**src/rtl/pgs_pkg.sv**
```systemverilog
// Shared types and constants for the single-pixel-imaging pattern/gate sequencer.
package pgs_pkg;

    localparam int unsigned SETTLE_CYC_DEF = 500;
    localparam int unsigned FLUSH_CYC      = 2;
    localparam int unsigned IDX_W_DEF      = 16;
    localparam int unsigned DW_W_DEF       = 32;
    localparam int unsigned CNT_W          = 32;

    typedef enum logic [2:0] {
        ST_IDLE,
        ST_ADV,
        ST_SETTLE,
        ST_GATE,
        ST_FLUSH,
        ST_LATCH,
        ST_OUT,
        ST_DONE
    } state_t;

endpackage

```
**src/rtl/dwell_timer.sv**
```systemverilog
// Loadable down-counter; expire_c is high during the last cycle of a loaded interval.
module dwell_timer
#(
    parameter int unsigned W = 32
) (
    input  logic         clk50Mhz,
    input  logic         rst,
    input  logic         load,
    input  logic [W-1:0] load_val,
    output logic         expire_c
);

    logic [W-1:0] remain;

    // A loaded value N keeps expire_c low for N-1 cycles, then high for exactly one.
    always_ff @(posedge clk50Mhz) begin
        if (rst) begin
            remain <= '0;
        end else if (load) begin
            remain <= load_val;
        end else if (remain != '0) begin
            remain <= remain - W'(1);
        end
    end

    assign expire_c = (remain == W'(1));

endmodule

```
**src/rtl/pattern_gate_sequencer.sv**
```systemverilog
// Per-frame sequencer: steps the DMD, settles, gates the photon counter for a dwell
// window, latches the count and hands (index, count) downstream over valid/ready.
module pattern_gate_sequencer
    import pgs_pkg::*;
#(
    parameter int unsigned SETTLE_CYC = SETTLE_CYC_DEF,
    parameter int unsigned IDX_W      = IDX_W_DEF,
    parameter int unsigned DW_W       = DW_W_DEF
) (
    input  logic             clk50Mhz,
    input  logic             rst,
    input  logic             start,
    input  logic             abort,
    input  logic [IDX_W-1:0] num_pat,
    input  logic [DW_W-1:0]  dwell,
    input  logic             sig_in,
    input  logic [CNT_W-1:0] cnt_in,
    output logic             cnt_sig,
    output logic             cnt_clr,
    output logic             pat_step,
    output logic             busy,
    output logic             done,
    output logic             out_valid,
    input  logic             out_ready,
    output logic [IDX_W-1:0] out_idx,
    output logic [CNT_W-1:0] out_cnt
);

    state_t           state;
    logic [IDX_W-1:0] idx;
    logic [IDX_W-1:0] np_lat;
    logic [DW_W-1:0]  dwell_lat;

    logic             tmr_load_c;
    logic [DW_W-1:0]  tmr_val_c;
    logic             tmr_expire_c;
    logic             gate_open_c;

    assign gate_open_c = (state == ST_GATE);

    // One timer serves SETTLE, GATE and FLUSH; each is loaded on the edge entering it.
    always_comb begin
        tmr_load_c = 1'b0;
        tmr_val_c  = '0;
        case (state)
            ST_ADV: begin
                tmr_load_c = 1'b1;
                tmr_val_c  = DW_W'(SETTLE_CYC);
            end
            ST_SETTLE: begin
                if (tmr_expire_c) begin
                    tmr_load_c = 1'b1;
                    tmr_val_c  = dwell_lat;
                end
            end
            ST_GATE: begin
                if (tmr_expire_c) begin
                    tmr_load_c = 1'b1;
                    tmr_val_c  = DW_W'(FLUSH_CYC);
                end
            end
            default: begin
            end
        endcase
    end

    dwell_timer #(
        .W (DW_W)
    ) u_timer (
        .clk50Mhz (clk50Mhz),
        .rst      (rst),
        .load     (tmr_load_c),
        .load_val (tmr_val_c),
        .expire_c (tmr_expire_c)
    );

    // Outputs are registered alongside the state they belong to.
    always_ff @(posedge clk50Mhz) begin
        if (rst) begin
            state     <= ST_IDLE;
            cnt_clr   <= 1'b1;
            cnt_sig   <= 1'b0;
            pat_step  <= 1'b0;
            busy      <= 1'b0;
            done      <= 1'b0;
            out_valid <= 1'b0;
            out_idx   <= '0;
            out_cnt   <= '0;
            idx       <= '0;
            np_lat    <= '0;
            dwell_lat <= '0;
        end else if (abort && (state != ST_IDLE)) begin
            state     <= ST_IDLE;
            cnt_clr   <= 1'b1;
            cnt_sig   <= 1'b0;
            pat_step  <= 1'b0;
            busy      <= 1'b0;
            done      <= 1'b0;
            out_valid <= 1'b0;
        end else begin
            pat_step <= 1'b0;
            done     <= 1'b0;
            cnt_sig  <= sig_in & gate_open_c;
            case (state)
                ST_IDLE: begin
                    if (start && (num_pat != '0)) begin
                        np_lat    <= num_pat;
                        dwell_lat <= (dwell == '0) ? DW_W'(1) : dwell;
                        idx       <= '0;
                        busy      <= 1'b1;
                        pat_step  <= 1'b1;
                        state     <= ST_ADV;
                    end
                end
                ST_ADV: begin
                    state <= ST_SETTLE;
                end
                ST_SETTLE: begin
                    if (tmr_expire_c) begin
                        cnt_clr <= 1'b0;
                        state   <= ST_GATE;
                    end
                end
                ST_GATE: begin
                    if (tmr_expire_c) begin
                        state <= ST_FLUSH;
                    end
                end
                ST_FLUSH: begin
                    if (tmr_expire_c) begin
                        state <= ST_LATCH;
                    end
                end
                ST_LATCH: begin
                    out_cnt   <= cnt_in;
                    out_idx   <= idx;
                    out_valid <= 1'b1;
                    state     <= ST_OUT;
                end
                ST_OUT: begin
                    if (out_ready) begin
                        out_valid <= 1'b0;
                        cnt_clr   <= 1'b1;
                        if (idx == (np_lat - IDX_W'(1))) begin
                            done  <= 1'b1;
                            state <= ST_DONE;
                        end else begin
                            idx      <= idx + IDX_W'(1);
                            pat_step <= 1'b1;
                            state    <= ST_ADV;
                        end
                    end
                end
                ST_DONE: begin
                    busy  <= 1'b0;
                    state <= ST_IDLE;
                end
                default: begin
                    state <= ST_IDLE;
                end
            endcase
        end
    end

endmodule

```
**config.mk**
```make
export PLATFORM = sky130hd
export DESIGN_NAME = pattern_gate_sequencer
export DESIGN_NICKNAME = d
export VERILOG_FILES = /design/src/rtl/pgs_pkg.sv /design/src/rtl/dwell_timer.sv /design/src/rtl/pattern_gate_sequencer.sv
export SDC_FILE = /design/constraint.sdc
export NUM_CORES = 1
export LEC_CHECK = 0
export ABC_AREA = 1
export ABC_CLOCK_PERIOD_IN_PS = 2400
export BUFFER_PORTS_ARGS = -buffer_cell sky130_fd_sc_hd__buf_4
export CAP_MARGIN = 20
export CORE_MARGIN = 4
export CORE_UTILIZATION = 48
export CTS_CLUSTER_DIAMETER = 40
export DETAILED_ROUTE_END_ITERATION = 7
export PLACE_DENSITY_LB_ADDON = 0.3
export SLEW_MARGIN = 25
export SYNTH_ARGS = -nofsm -noshare
export SYNTH_HDL_FRONTEND = slang
export SYNTH_SLANG_ARGS = --single-unit
```
**constraint.sdc**
```tcl
create_clock -name clk50Mhz -period 2.4 [get_ports clk50Mhz]
set_clock_uncertainty 0.2 [all_clocks]
set_input_delay 0.24 -clock clk50Mhz [delete_from_list [all_inputs] [get_ports clk50Mhz]]
set_output_delay 0.24 -clock clk50Mhz [all_outputs]
set_load 0.02 [all_outputs]
```
# --- Yosys cells after proc, flatten, opt, wreduce, memory -nomap -nowiden ---
# Index checks and enable logic that the tools add are counted.
classes:
  n_eq_ne: 15
  n_reduce_logical: 22
  n_mux: 31
  n_addsub: 3
  bitwise_logic: 4
ops:
  columns: ["operator", "n"]
  rows:
  - ["$mux W32", 4]
  - ["$pmux W32 S3", 1]
  - ["$mux W16", 3]
  - ["$eq A32 B1 Y1 const B", 1]
  - ["$logic_not A32 Y1", 1]
  - ["$pmux W16 S2", 1]
  - ["$reduce_bool A32 Y1", 1]
  - ["$sub A32 B1 Y32 const B", 1]
  - ["$pmux W3 S8", 1]
  - ["$mux W3", 6]
  - ["$add A16 B1 Y16 const B", 1]
  - ["$eq A16 B16 Y1", 1]
  - ["$reduce_bool A16 Y1", 1]
  - ["$sub A16 B1 Y16 const B", 1]
  - ["$eq A3 B3 Y1 const B", 4]
  - ["$ne A2 B2 Y1 const B", 6]
  - ["$pmux W1 S2", 5]
  - ["$reduce_and A5 Y1", 2]
  - ["$reduce_bool A2 Y1", 5]
  - ["$mux W1", 9]
  - ["$eq A3 B2 Y1 const B", 2]
  - ["$reduce_and A2 Y1", 3]
  - ["$reduce_and A3 Y1", 2]
  - ["$reduce_or A2 Y1", 2]
  - ["8 further kinds", 11]
totals:
  register_bits: 153
  out_inout_bits: 54
  wordCells: 88
  inputBits: 86

# --- Longest topological paths before layout ---
# Gate-level depths: netlist of run 1.
logic_depth:
  ltp_word: 5
  depth_mapped: 16
  depth_no_buf: 16

# --- Modules after synthesis ---
# A second synthesis of run 1 with hierarchy kept.
hier_totals:
  cells_unflattened: 1221
  hier_area_um2: 8015.2
by_module_without_submodules:
  columns: ["mod", "area_per_inst_um2", "cells_each", "seq_area_each_um2", "n_inst"]
  rows:
  - ["pattern_gate_sequencer", 5729.2, 828, 2422.3, 1]
  - ["dwell_timer", 2285.9, 393, 640.6, 1]

# --- Worst setup path after synthesis of run 1 ---
# Ideal clock, no wire load.
synth_timing:
  path_type: "register to register"
  from: "register np_lat[0]"
  to: "register idx[10]"
  period_less_slack_ns: 2.080
  setup_slack_ns: 0.320
  required_time_ns: 2.068
  setup_ns: 0.132
  path_stages_with_launch: 14
  arrival_time_ns: 1.748
  path_buffers: 1
  path_cell_list: "dfxtp_1 -> inv_1 -> ha_1 -> inv_1 -> nand2_1 -> nand2_1 -> xor2_1 -> and2_1 -> nand3_1 -> nor2_2 -> nand3_2 -> buf_2 -> nand3_1 -> a21oi_1"
synth_between:
  elab_chain_len: 4
synth_lines:
  columns: ["item", "line_no", "rtl"]
  rows:
  - ["from (decl)", "pattern_gate_sequencer.sv:31", "logic [IDX_W-1:0] np_lat;"]
  - ["from (signal assigned)", "pattern_gate_sequencer.sv:107", "np_lat <= num_pat;"]
  - ["$sub A16 B1 Y16", "pattern_gate_sequencer.sv:144", "if (idx == (np_lat - IDX_W'(1))) begin"]
  - ["$eq A16 B16 Y1", "pattern_gate_sequencer.sv:144", null]
  - ["$ne A2 B2 Y1 (no line)", null, null]
  - ["$reduce_and A5 Y1 (no line)", null, null]
  - ["to (signal assigned)", "pattern_gate_sequencer.sv:148", "idx <= idx + IDX_W'(1);"]
  - ["to (decl)", "pattern_gate_sequencer.sv:30", "logic [IDX_W-1:0] idx;"]
# No other way between the ends.
# A chain may end at the register's enable or synchronous reset.

# --- Final worst setup path of run 1 ---
layout_timing:
  from: "input num_pat[0]"
  to: "register dwell_lat[18]"
layout_between:
  elab_chain_len: 3
layout_lines:
  columns: ["item", "line_no", "rtl"]
  rows:
  - ["from (decl)", "pattern_gate_sequencer.sv:14", "input logic [IDX_W-1:0] num_pat,"]
  - ["$reduce_bool A16 Y1", "pattern_gate_sequencer.sv:106", "if (start && (num_pat != '0)) begin"]
  - ["$logic_and A1 B1 Y1", "pattern_gate_sequencer.sv:106", null]
  - ["$reduce_and A3 Y1 (no line)", null, null]
  - ["to (signal assigned)", "pattern_gate_sequencer.sv:108", "dwell_lat <= (dwell == '0) ? DW_W'(1) : dwell;"]
  - ["to (decl)", "pattern_gate_sequencer.sv:32", "logic [DW_W-1:0] dwell_lat;"]
# No other way between the ends.

==> out/qor.tcl, run 1 <==
set qor(run_status) {completed}
set qor(worst_hold_path_type) {primary input to register}
set qor(port-buffer-count) 139
set qor(detail_route.iter0.violations) 1144
set qor(post_synthesis_share_of_cell_area_spent_on_full_adders_half_adders_and_majority_gates_pct) 0.651
set qor(wl_met2_microns) 12200
set qor(area_delta_synth_final_pct) 40.9
set qor(post-layout-total-power_mw) 13.1
set qor(dp_slack_ns) 0.0330
set qor(grt-ovfl-total) 0
set qor(tritoncts) {yes}
set qor(worstSetupEndpointType) {register}
set qor(detail_route.wirelength.met1_microns) 11400
set qor(area_share_of_the_largest_cell_type_after_synthesis_pct) 39.8
set qor(critical_path.max_fanout) 15
set qor(die_width_microns) 135
set qor(syn-cell-area_sq_um) 7690
set qor(final-max-slew-violation-count) 0
set qor(power.density_nw_per_um2) 1210
set qor(r2r_start) {np_lat[0]}
set qor(period_minus_slack_ns) 2.35
set qor(critPathRequiredTime_ns) 2.56
set qor(clock_path_buffers) 2
set qor(synth_nets) 1218
set qor(placement_rows) 45
set qor(synth.distinct_cells) 40
set qor(reg2reg_setup_slack_ns) 0.09
set qor(avgSynthCellArea_sq_um) 6.82
set qor(drt-vias-per-instance) 5.45
set qor(post_route_cells_drive_above_1_share_pct) 21.0
set qor(post_synth_xor_area_fraction_pct) 5.13
set qor(wire_length_on_met3_microns) 2460
set qor(leading_cell_type_in_the_layout_fill_and_taps_excluded) {sky130_fd_sc_hd__nor2_1}
set qor(ys_seq_elements) 153
set qor(grt_start_max_net_pins) 49
set qor(most-common-layout-cells) {211 x sky130_fd_sc_hd__nor2_1, 190 x sky130_fd_sc_hd__nand2_1, 190 x sky130_fd_sc_hd__buf_4}
set qor(cts_buffers) 17
set qor(globalRouteTotalUtil_pct) 28.3
set qor(dr.max_layer_used) {met4}
set qor(hold_path_end) {cnt_clr}
set qor(number_of_synthesized_flops_with_an_enable_pin) 0
set qor(synth.largest_area_cell) {sky130_fd_sc_hd__dfxtp_1}
set qor(synthesis.yosys.warnings) 0
set qor(gpl.final_weighted_congestion) 0.925
set qor(synth_simple_gate_area_share_pct) 31.3
set qor(p_leak_nw) 4.82
set qor(die_area_sq_um) 18100
set qor(worst_setup_hold_path_clk_slew_ns) 0.07
set qor(highest_attainable_clock_frequency_mhz) 425
set qor(cp_data_arrival_time_ns) 2.51
set qor(filler_cell_count) 1258
set qor(cts_num_sinks) 153
set qor(irDropWorstVdd_uv) 697
set qor(async_flop_share_pct) 0
set qor(critical_path_class) {primary input to register}
set qor(transition_time_of_the_tightest_slew_check_pin_ns) 0.600
set qor(dominant_combinational_cell_family_by_area_after_synthesis) {simple AND/OR/NAND/NOR gates}
set qor(detail_route.wl_per_cell_microns) 16.7
set qor(synth-main-ff-cell) {sky130_fd_sc_hd__dfxtp_1}
set qor(synth_compound_gate_area_share_pct) 15.3
set qor(final.setup.worst_slack_ns) 0.0495
set qor(grt_pass1_vias) 8271
set qor(placeable_core_region_sq_um) 15400
set qor(antenna_cells_inserted) 0
set qor(route.detailed.drc) 0
set qor(worstHoldStart) {abort}
set qor(ff2ff_path_depth) 13
set qor(clock-root-buffer) {sky130_fd_sc_hd__clkbuf_16}
set qor(timing.final.setup_violations) 0
set qor(global_route_wire_length_before_repair_microns) 41300
set qor(clock_latency_at_the_later_pin_of_the_worst_skew_pair_ns) 0.44
set qor(stdcell_area_sq_um) 10800
set qor(netlist_top_cells_area) {sky130_fd_sc_hd__dfxtp_1 40%, sky130_fd_sc_hd__nor2_1 11%, sky130_fd_sc_hd__nand2_1 9.5%}
set qor(floorplan.initialDensity_pct) 49.8
set qor(dpl_cell_area_sq_um) 9210
set qor(rr_endpoint) {idx[14]}
set qor(mux_share_of_post_synthesis_cell_area_pct) 0
set qor(final_nets) 1466
set qor(totalWireLength_microns) 26800
set qor(drv.max_cap_violation_count) 0
set qor(dr_total_vias) 8724
set qor(detailedPlacementHpwl_microns) 17500
set qor(timing.hold.worst_path_depth) 5
set qor(kind_of_launch_point_of_the_worst_setup_path) {primary input}
set qor(cts_htree_levels) 4
set qor(fin_tns_setup_ns) 0
set qor(final.period_utilization_pct) 97.9
set qor(netlist_instances) 1128
set qor(top_level_ports) 140
set qor(finalHoldViolations) 0
set qor(die_h_microns) 135
set qor(numPlacedInstances) 1482
set qor(antenna_found_initial) 0
set qor(synth.yosys.seq_area_share_pct) 39.8
set qor(drt.antenna.violating_nets) 0
set qor(finalNonFillerCells) 1600
set qor(max_slew_margin_pct) 60.0
set qor(first_pass_iters) 5
## flip-flops by register name, indices dropped and copies added (netlist names), 3 cells and up
name / count
dwell_lat: 32
out_cnt: 32
out_idx: 16
u_timer.remain: 32
state: 3
idx: 16
np_lat: 16
## layer usage
layer	vias up	global-route usage, %
met5	-	0
met4	0	8.26
met2	449	44.9
li1	4181	-
met1	4019	38.0
met3	75	7.68
## stage by stage
| stage | util [%] | hold WS (ns) |
|---|---|---|
| after global routing | 70.2 | 0.0665 |
| after CTS | 68.6 | 0.0364 |
| after detailed placement | 59.7 | 0.237 |
| final | 70.2 | 0.0411 |
| after floorplan | - | 0.166 |
| after global placement | 59.7 | 0.233 |
## synthesized netlist by cell type (2+ instances only)
cell type	number
sky130_fd_sc_hd__nand2_1	195
sky130_fd_sc_hd__xnor2_1	18
sky130_fd_sc_hd__xor2_1	27
sky130_fd_sc_hd__o21ai_0	90
sky130_fd_sc_hd__a211oi_1	3
sky130_fd_sc_hd__and2_1	3
sky130_fd_sc_hd__nor4_1	8
sky130_fd_sc_hd__nor2_2	11
sky130_fd_sc_hd__buf_2	9
sky130_fd_sc_hd__nor3_1	12
sky130_fd_sc_hd__a32oi_1	2
sky130_fd_sc_hd__o21ai_1	2
sky130_fd_sc_hd__inv_2	4
sky130_fd_sc_hd__ha_1	4
sky130_fd_sc_hd__a31oi_1	3
sky130_fd_sc_hd__clkbuf_1	34
sky130_fd_sc_hd__buf_6	9
sky130_fd_sc_hd__nand2_2	6
sky130_fd_sc_hd__nand3b_1	3
sky130_fd_sc_hd__dfxtp_1	153
sky130_fd_sc_hd__nand4_1	15
sky130_fd_sc_hd__nor2_1	222
sky130_fd_sc_hd__inv_1	80
sky130_fd_sc_hd__a221oi_1	2
sky130_fd_sc_hd__nand3_2	2
sky130_fd_sc_hd__nand3_1	79
sky130_fd_sc_hd__or2_2	2
sky130_fd_sc_hd__a21oi_1	116
sky130_fd_sc_hd__a22oi_1	3
## worst max-delay path: stages
cell	delay [ns]
sky130_fd_sc_hd__dlygate4sd3_1	0.55
sky130_fd_sc_hd__buf_4	0.15
sky130_fd_sc_hd__nor4_4	0.27
sky130_fd_sc_hd__buf_4	0.16
sky130_fd_sc_hd__nand3b_1	0.13
sky130_fd_sc_hd__nand2_1	0.11
sky130_fd_sc_hd__nand2_1	0.07
sky130_fd_sc_hd__inv_2	0.08
sky130_fd_sc_hd__nor2_4	0.09
sky130_fd_sc_hd__nand2_4	0.18
sky130_fd_sc_hd__buf_12	0.17
sky130_fd_sc_hd__nand2_1	0.11
sky130_fd_sc_hd__a21oi_2	0.20
## how the worst max path moves through the flow
stage | cells after the start | from | slack (ns) | endpoint
final | 13 | num_pat[0] | 0.05 | dwell_lat[18]
after global routing | 11 | u_timer.remain[20] | -0.13 | state[0]
after CTS | 14 | np_lat[0] | 0.01 | idx[14]
after detailed placement | 15 | np_lat[0] | 0.03 | idx[0]
after global placement | 16 | np_lat[0] | 0.08 | state[2]
after floorplan | 13 | np_lat[0] | 0.32 | idx[10]
## layout make-up
cell class              instances  area [sq um]  area share (%)
clock inverters                14           138            1.27
repair buffers                280          2410            22.3
flip-flops and latches        153          3070            28.3
clock buffers                  18           439            4.06
inverters                      85           319            2.95
well taps                     211           264            2.44
multi-input cells             839          4190            38.7
## cells by family after synthesis
family | after synthesis
DFF | 153
buffers and inverters | 137
xor gates and xnor gates | 45
adders and majority gates | 4
and+or+nand+nor | 563
AOI/OAI and AO/OA | 226
## repair_timing
action | 4_1_cts | 5_1_grt
hold buffers | 80 | 0
endpoints found under the setup margin | 0 | 64
setup buffers | 0 | 3
gates resized for setup | 0 | 45
endpoints found under the hold margin | 80 | 0
## where the power goes
| part | total, mW | internal (mW) | leakage [nW] | switching (mW) |
|---|---|---|---|---|
| Clock | 2.65 | 1.48 | 0.277 | 1.17 |
| Sequential | 3.66 | 3.13 | 1.25 | 0.529 |
| Combinational | 6.75 | 2.62 | 3.29 | 4.14 |
(Power assumes the default switching activity.)
==> run 2: changes to the inputs <==
- CELL_PAD_IN_SITES_DETAIL_PLACEMENT: not set -> 0
- CELL_PAD_IN_SITES_GLOBAL_PLACEMENT: not set -> 1
- CORE_UTILIZATION: 48 -> 40
- SYNTH_HIERARCHICAL: not set -> 1
==> run 2 against run 1 <==
Effect of this change:
- fmax grew 3.1%
- first-iteration DRC count shrank 43%
- clock power grew 7.9%
- via count shrank 1.5%
- clock-buffer cell count is the same
- final area grew 2.6%
- die area grew 24%
- sequential share of layout area shrank 0.73 points
- synthesized area grew 4.3%
- synthesized cell count grew 8.2%
- flip-flop and latch count is the same
- register-to-register slack gained 0.03 ns
- critical endpoint is now u_timer/remain[13]
- highest routed layer unchanged
==> out/qor.tcl, run 2 <==
set qor(avgSynthCellArea_sq_um) 6.56
set qor(run_status) {completed}
set qor(async_flop_share_pct) 0
set qor(drv.max_cap_violation_count) 0
set qor(r2r_start) {u_timer/remain[30]}
set qor(final_nets) 1548
set qor(dp_slack_ns) 0.0106
set qor(synthesis.yosys.warnings) 6
set qor(antenna_cells_inserted) 0
set qor(synth-main-ff-cell) {sky130_fd_sc_hd__dfxtp_1}
set qor(critPathRequiredTime_ns) 2.51
set qor(cts_buffers) 17
set qor(critical_path_class) {register to register}
set qor(transition_time_of_the_tightest_slew_check_pin_ns) 0.561
set qor(period_minus_slack_ns) 2.28
set qor(netlist_instances) 1221
set qor(synth_nets) 1311
set qor(drt.antenna.violating_nets) 0
set qor(detailedPlacementHpwl_microns) 18600
set qor(port-buffer-count) 139
set qor(post_route_cells_drive_above_1_share_pct) 20.6
set qor(final.period_utilization_pct) 95.0
set qor(detail_route.wl_per_cell_microns) 15.1
set qor(leading_cell_type_in_the_layout_fill_and_taps_excluded) {sky130_fd_sc_hd__nor2_1}
set qor(route.detailed.drc) 0
set qor(final-max-slew-violation-count) 0
set qor(worstSetupEndpointType) {register}
set qor(worst_setup_path_startpoint) {u_timer/remain[30]}
set qor(filler_cell_count) 1878
set qor(synth.distinct_cells) 43
set qor(die_area_sq_um) 22400
set qor(drt-vias-per-instance) 4.95
set qor(dr_total_vias) 8590
set qor(highest_attainable_clock_frequency_mhz) 438
set qor(grt-ovfl-total) 0
set qor(utilization_pct) 56.7
set qor(grt_start_max_net_pins) 70
set qor(placement_rows) 51
set qor(die_width_microns) 150
set qor(clock_latency_at_the_later_pin_of_the_worst_skew_pair_ns) 0.42
set qor(hold_ws_ns) 0.0248
set qor(numPlacedInstances) 1615
set qor(worst_setup_hold_path_clk_slew_ns) 0.07
set qor(placeable_core_region_sq_um) 19600
set qor(kind_of_launch_point_of_the_worst_setup_path) {register}
set qor(grt_pass1_vias) 8243
set qor(max_slew_margin_pct) 62.3
set qor(largest_regs) {dwell_lat (32), out_cnt (32), u_timer/remain (32)}
set qor(stdcell_area_sq_um) 11100
set qor(irDropWorstVdd_uv) 634
set qor(global_route_wire_length_before_repair_microns) 42100
set qor(post-layout-total-power_mw) 11.5
set qor(area_share_of_the_largest_cell_type_after_synthesis_pct) 38.2
set qor(critical_path.max_fanout) 12
set qor(finalHoldViolations) 0
set qor(finalNonFillerCells) 1736
set qor(top_level_ports) 140
set qor(timing.final.setup_violations) 0
set qor(p_leak_nw) 5.00
set qor(netlist_top_cells_count) {296 x sky130_fd_sc_hd__nor2_1, 202 x sky130_fd_sc_hd__nand2_1, 153 x sky130_fd_sc_hd__dfxtp_1, 116 x sky130_fd_sc_hd__o21ai_0, 110 x sky130_fd_sc_hd__inv_1}
set qor(cp_data_arrival_time_ns) 2.39
set qor(area_delta_synth_final_pct) 38.6
set qor(most-common-layout-cells) {283 x sky130_fd_sc_hd__nor2_1, 198 x sky130_fd_sc_hd__nand2_1, 186 x sky130_fd_sc_hd__buf_4}
set qor(number_of_synthesized_flops_with_an_enable_pin) 0
set qor(power.density_nw_per_um2) 1040
set qor(dpl_cell_area_sq_um) 9510
set qor(worst_hold_path_type) {primary input to register}
set qor(fin_tns_setup_ns) 0
set qor(synth.largest_area_cell) {sky130_fd_sc_hd__dfxtp_1}
set qor(final.setup.worst_slack_ns) 0.119
set qor(synth.yosys.seq_area_share_pct) 38.2
set qor(cts_num_sinks) 153
set qor(ys_seq_elements) 153
set qor(netlist_top_cells_area) {sky130_fd_sc_hd__dfxtp_1 38%, sky130_fd_sc_hd__nor2_1 14%, sky130_fd_sc_hd__nand2_1 9.5%}
set qor(totalWireLength_microns) 26300
set qor(detail_route.iter0.violations) 651
set qor(dominant_cell_by_count_in_the_synthesized_netlist) {sky130_fd_sc_hd__nor2_1}
set qor(cts_htree_levels) 4
set qor(tritoncts) {yes}
set qor(worstHoldStart) {abort}
set qor(clock_path_buffers) 2
set qor(gpl.final_weighted_congestion) 0.880
set qor(antenna_found_initial) 0
set qor(syn-cell-area_sq_um) 8020
set qor(first_pass_iters) 5
set qor(die_h_microns) 150
set qor(floorplan.initialDensity_pct) 40.9
set qor(globalRouteTotalUtil_pct) 23.4
set qor(clock-root-buffer) {sky130_fd_sc_hd__clkbuf_16}
## run 2: area by class of cell
cell class                 instances  area, sq um  share of cell area, %
multi-input combinational        897         4350                   39.2
sequential                       153         3060                   27.6
timing repair buffer             273         2300                   20.7
inverter                         116          440                   3.97
clock buffer                      18          439                   3.95
tap                              265          332                   2.99
clock inverter                    14          183                   1.64
## run 2: cell families (layout without fill, tap and decap cells)
logic type	Yosys count	count (layout)	synth area share [%]
adders and majority gates	4	4	0.624
DFF	153	153	38.2
AOI/OAI and AO/OA	219	219	14.4
buffers and inverters	172	421	8.80
and+or+nand+nor	647	648	35.1
xor gates and xnor gates	26	26	2.84
## run 2: power breakdown
group          leakage [nW]  internal (mW)  switching, mW
Clock                 0.307           1.69           1.17
Sequential             1.25           3.01          0.348
Combinational          3.44           1.95           3.34
Total                  5.00           6.65           4.86
## run 2: worst paths after layout
check | end | slack, ns | cells after the start
setup reg to reg | u_timer/remain[13] | 0.12 | 13
hold reg to reg | dwell_lat[8] | 0.25 | 2
hold / removal | cnt_clr | 0.02 | 5
setup / recovery | u_timer/remain[13] | 0.12 | 13
## run 2: layer usage
layer  vias to the layer above  global-route usage [%]  wire length [microns]
met4                         0                    5.58                    313
met5                         -                       0                      0
met1                      3912                    32.5                  12600
met3                        23                    5.88                   1980
met2                       272                    36.8                  11400
li1                       4383                       -                      -
## run 2: repair_timing
item / in CTS / in global routing
setup endpoints to repair: 2 / 52
pin swaps: 0 / 14
resized for setup: 1 / 27
buffers inserted: 0 / 5
gates cloned: 0 / 1
hold buffers: 83 / 0
hold endpoints to repair: 96 / 0
## run 2: critical path, cell delays in order (launching register included)
cell and delay, ns:
sky130_fd_sc_hd__dfxtp_1 0.33, sky130_fd_sc_hd__nor2_2 0.14, sky130_fd_sc_hd__nand3_2 0.09, sky130_fd_sc_hd__nor2_2 0.13, sky130_fd_sc_hd__nand2_2 0.12, sky130_fd_sc_hd__nor3_2 0.14, sky130_fd_sc_hd__buf_4 0.15, sky130_fd_sc_hd__nand2_1 0.07
sky130_fd_sc_hd__nand2_2 0.10, sky130_fd_sc_hd__inv_1 0.09, sky130_fd_sc_hd__buf_4 0.19, sky130_fd_sc_hd__or2_2 0.28, sky130_fd_sc_hd__nand3_1 0.08, sky130_fd_sc_hd__nor2_1 0.04
==> run 3: changes to the inputs <==
- SYNTH_HIERARCHICAL: 1 -> not set
==> run 3 against run 2 <==
Effect of this change:
- non-clock buffer count is 10 higher
- sequential share of layout area rose by 0.76 points
- register-to-register slack gained 0.06 ns
- combinational power is 20% higher
- routed wire length shrank 4.4%
- fmax grew 1.5%
- final area fell by 2.6%
- clock power fell by 10%
- largest cell class unchanged
- highest routed layer unchanged
==> out/qor.tcl, run 3 (synthesized netlist as in run 1, its figures left out) <==
set qor(floorplan.initialDensity_pct) 40.8
set qor(detail_route.wl_per_cell_microns) 15.2
set qor(clock-root-buffer) {sky130_fd_sc_hd__clkbuf_16}
set qor(kind_of_launch_point_of_the_worst_setup_path) {primary input}
set qor(post_route_cells_drive_above_1_share_pct) 20.8
set qor(totalWireLength_microns) 25100
set qor(die_area_sq_um) 21500
set qor(filler_cell_count) 1753
set qor(critical-path-max-stage-delay_ns) 0.54
set qor(critical_path_depth) 14
set qor(final_nets) 1469
set qor(port-buffer-count) 139
set qor(critical_path.n_buffers_inverters) 6
set qor(global_route_wire_length_before_repair_microns) 40700
set qor(placeable_core_region_sq_um) 18800
set qor(worst_setup_hold_path_clk_slew_ns) 0.06
set qor(drt.antenna.violating_nets) 0
set qor(timing.final.setup_violations) 0
set qor(final.period_utilization_pct) 93.6
set qor(drt-vias-per-instance) 4.99
set qor(power.density_nw_per_um2) 1160
set qor(stdcell_area_sq_um) 10800
set qor(critical_path_class) {primary input to register}
set qor(transition_time_of_the_tightest_slew_check_pin_ns) 0.416
set qor(run_status) {completed}
set qor(max_slew_margin_pct) 72.3
set qor(worst_path_dominant_cell_family) {buffers and inverters}
set qor(worst_setup_path_startpoint) {num_pat[0]}
set qor(drv.max_cap_violation_count) 0
set qor(leading_cell_type_in_the_layout_fill_and_taps_excluded) {sky130_fd_sc_hd__nor2_1}
set qor(period_minus_slack_ns) 2.25
set qor(reg2reg_setup_slack_ns) 0.18
set qor(first_pass_iters) 5
set qor(use_met2_pct) 33.6
set qor(clock_latency_at_the_later_pin_of_the_worst_skew_pair_ns) 0.42
set qor(route.detailed.drc) 0
set qor(highest_attainable_clock_frequency_mhz) 445
set qor(grt.met3_usage_pct) 6.36
set qor(grt.busiest_layer) {met2}
set qor(area_delta_synth_final_pct) 40.7
set qor(ff2ff_path_depth) 13
set qor(clock_path_buffers) 2
set qor(r2r_start) {np_lat[2]}
set qor(timing.critical_path.slowest_stage_cell) {sky130_fd_sc_hd__dlygate4sd3_1}
set qor(irDropWorstVdd_uv) 668
set qor(antenna_cells_inserted) 0
set qor(cp_data_arrival_time_ns) 2.40
set qor(p_leak_nw) 4.80
set qor(top_level_ports) 140
set qor(cts_htree_levels) 4
set qor(fin_tns_setup_ns) 0
set qor(largest_regs) {dwell_lat (32), out_cnt (32), u_timer.remain (32)}
set qor(numPlacedInstances) 1534
set qor(critPathRequiredTime_ns) 2.55
set qor(die_h_microns) 147
set qor(die_width_microns) 147
set qor(dpl_cell_area_sq_um) 9300
set qor(finalHoldViolations) 0
set qor(grt_setup_unrepaired) {true}
set qor(grt-ovfl-total) 0
set qor(detail_route.iter0.violations) 685
set qor(grt_start_max_net_pins) 53
set qor(detailedPlacementHpwl_microns) 17900
set qor(final-max-slew-violation-count) 0
set qor(worst_hold_path_type) {primary input to register}
set qor(grt_pass1_vias) 7924
set qor(placement_rows) 50
set qor(grtUsageMet1_pct) 33.4
set qor(tritoncts) {yes}
set qor(cts_buffers) 17
set qor(utilization_pct) 57.4
set qor(cp_cell_sequence) {dlygate4sd3_1 > buf_4 > nor4_1 > buf_4 > nand3b_1 > nand2_1 > nand2_1 > inv_2 > nor2_4 > nand2_4 > buf_12 > buf_4 > nand2_1 > a21oi_1}
set qor(globalRouteTotalUtil_pct) 23.1
set qor(termination_of_the_worst_setup_path) {dwell_lat[15]}
set qor(finalNonFillerCells) 1652
set qor(gpl.final_weighted_congestion) 0.976
set qor(dr_total_vias) 8247
set qor(cts_num_sinks) 153
set qor(most-common-layout-cells) {212 x sky130_fd_sc_hd__nor2_1, 196 x sky130_fd_sc_hd__buf_4, 195 x sky130_fd_sc_hd__nand2_1}
set qor(antenna_found_initial) 0
set qor(worstSetupEndpointType) {register}
set qor(rr_endpoint) {idx[12]}
set qor(critical_path.max_fanout) 21
==> run 3: changes by cell type in the layout (fill, tap and decap cells not counted), sizes merged, moves of 7 or more <==
cell and delta:
a21oi +27, buf +13, nand3 +11, o21ai -29, nand2 -11, or2 -7
inv -32, nor2 -79, xnor2 +15
==> run 3: worst min-delay path by stage <==
stage	cells past startpoint	startpoint	slack, ns	to
after CTS	3	dwell[13]	0.003	dwell_lat[13]
after global routing	3	dwell[13]	0.008	dwell_lat[13]
after floorplan	2	sig_in	0.17	cnt_sig
after detailed placement	2	dwell_lat[0]	0.24	dwell_lat[0]
after global placement	2	dwell_lat[0]	0.23	dwell_lat[0]
final	3	dwell[13]	0.03	dwell_lat[13]
==> run 3: stage by stage <==
| stage | power [mW] | hold WS, ns | worst slack [ns] |
|---|---|---|---|
| 2_1_floorplan | 7.82 | 0.166 | 0.320 |
| 3_3_place_gp | 9.47 | 0.234 | 0.135 |
| 3_5_place_dp | 9.47 | 0.243 | 0.0585 |
| 4_1_cts | 12.2 | 0.00252 | 0.0396 |
| 5_1_grt | 13.6 | 0.00836 | -0.0327 |
| 6_report | 12.6 | 0.0309 | 0.153 |
==> run 3: area by class of cell <==
type	count	area, sq um	area share [%]
clock buffer	20	457	4.22
clock inverter	12	108	0.995
inverter	85	319	2.95
multi-input combinational	839	4150	38.4
sequential	153	3070	28.3
tap	260	325	3.01
timing repair buffer	283	2390	22.1
==> run 3: metal layers <==
| layer | up-vias | part of all wire [%] |
|---|---|---|
| li1 | 4201 | - |
| met1 | 3756 | 48 |
| met2 | 263 | 42 |
| met3 | 27 | 7.6 |
| met4 | 0 | 2.1 |
| met5 | - | 0 |
==> run 3: what timing repair did <==
| item | 4_1_cts | 5_1_grt |
|---|---|---|
| endpoints found under the setup margin | 0 | 81 |
| resized for setup | 0 | 33 |
| hold endpoints to repair | 80 | 0 |
| setup buffers | 0 | 5 |
| hold buffers | 80 | 0 |
==> run 3: worst register-to-register path, delay by kind of cell, from the launching register on <==
family,cells,cell delay (ns)
DFF,1,0.35
buffers and inverters,1,0.18
AOI/OAI and AO/OA,1,0.06
and+or+nand+nor,11,1.31
==> run 3: report_power, final <==
| part | total, mW | switching [mW] | leakage [nW] | internal, mW |
|---|---|---|---|---|
| Clock | 2.56 | 1.15 | 0.272 | 1.41 |
| Sequential | 3.63 | 0.503 | 1.25 | 3.13 |
| Combinational | 6.36 | 3.86 | 3.28 | 2.49 |
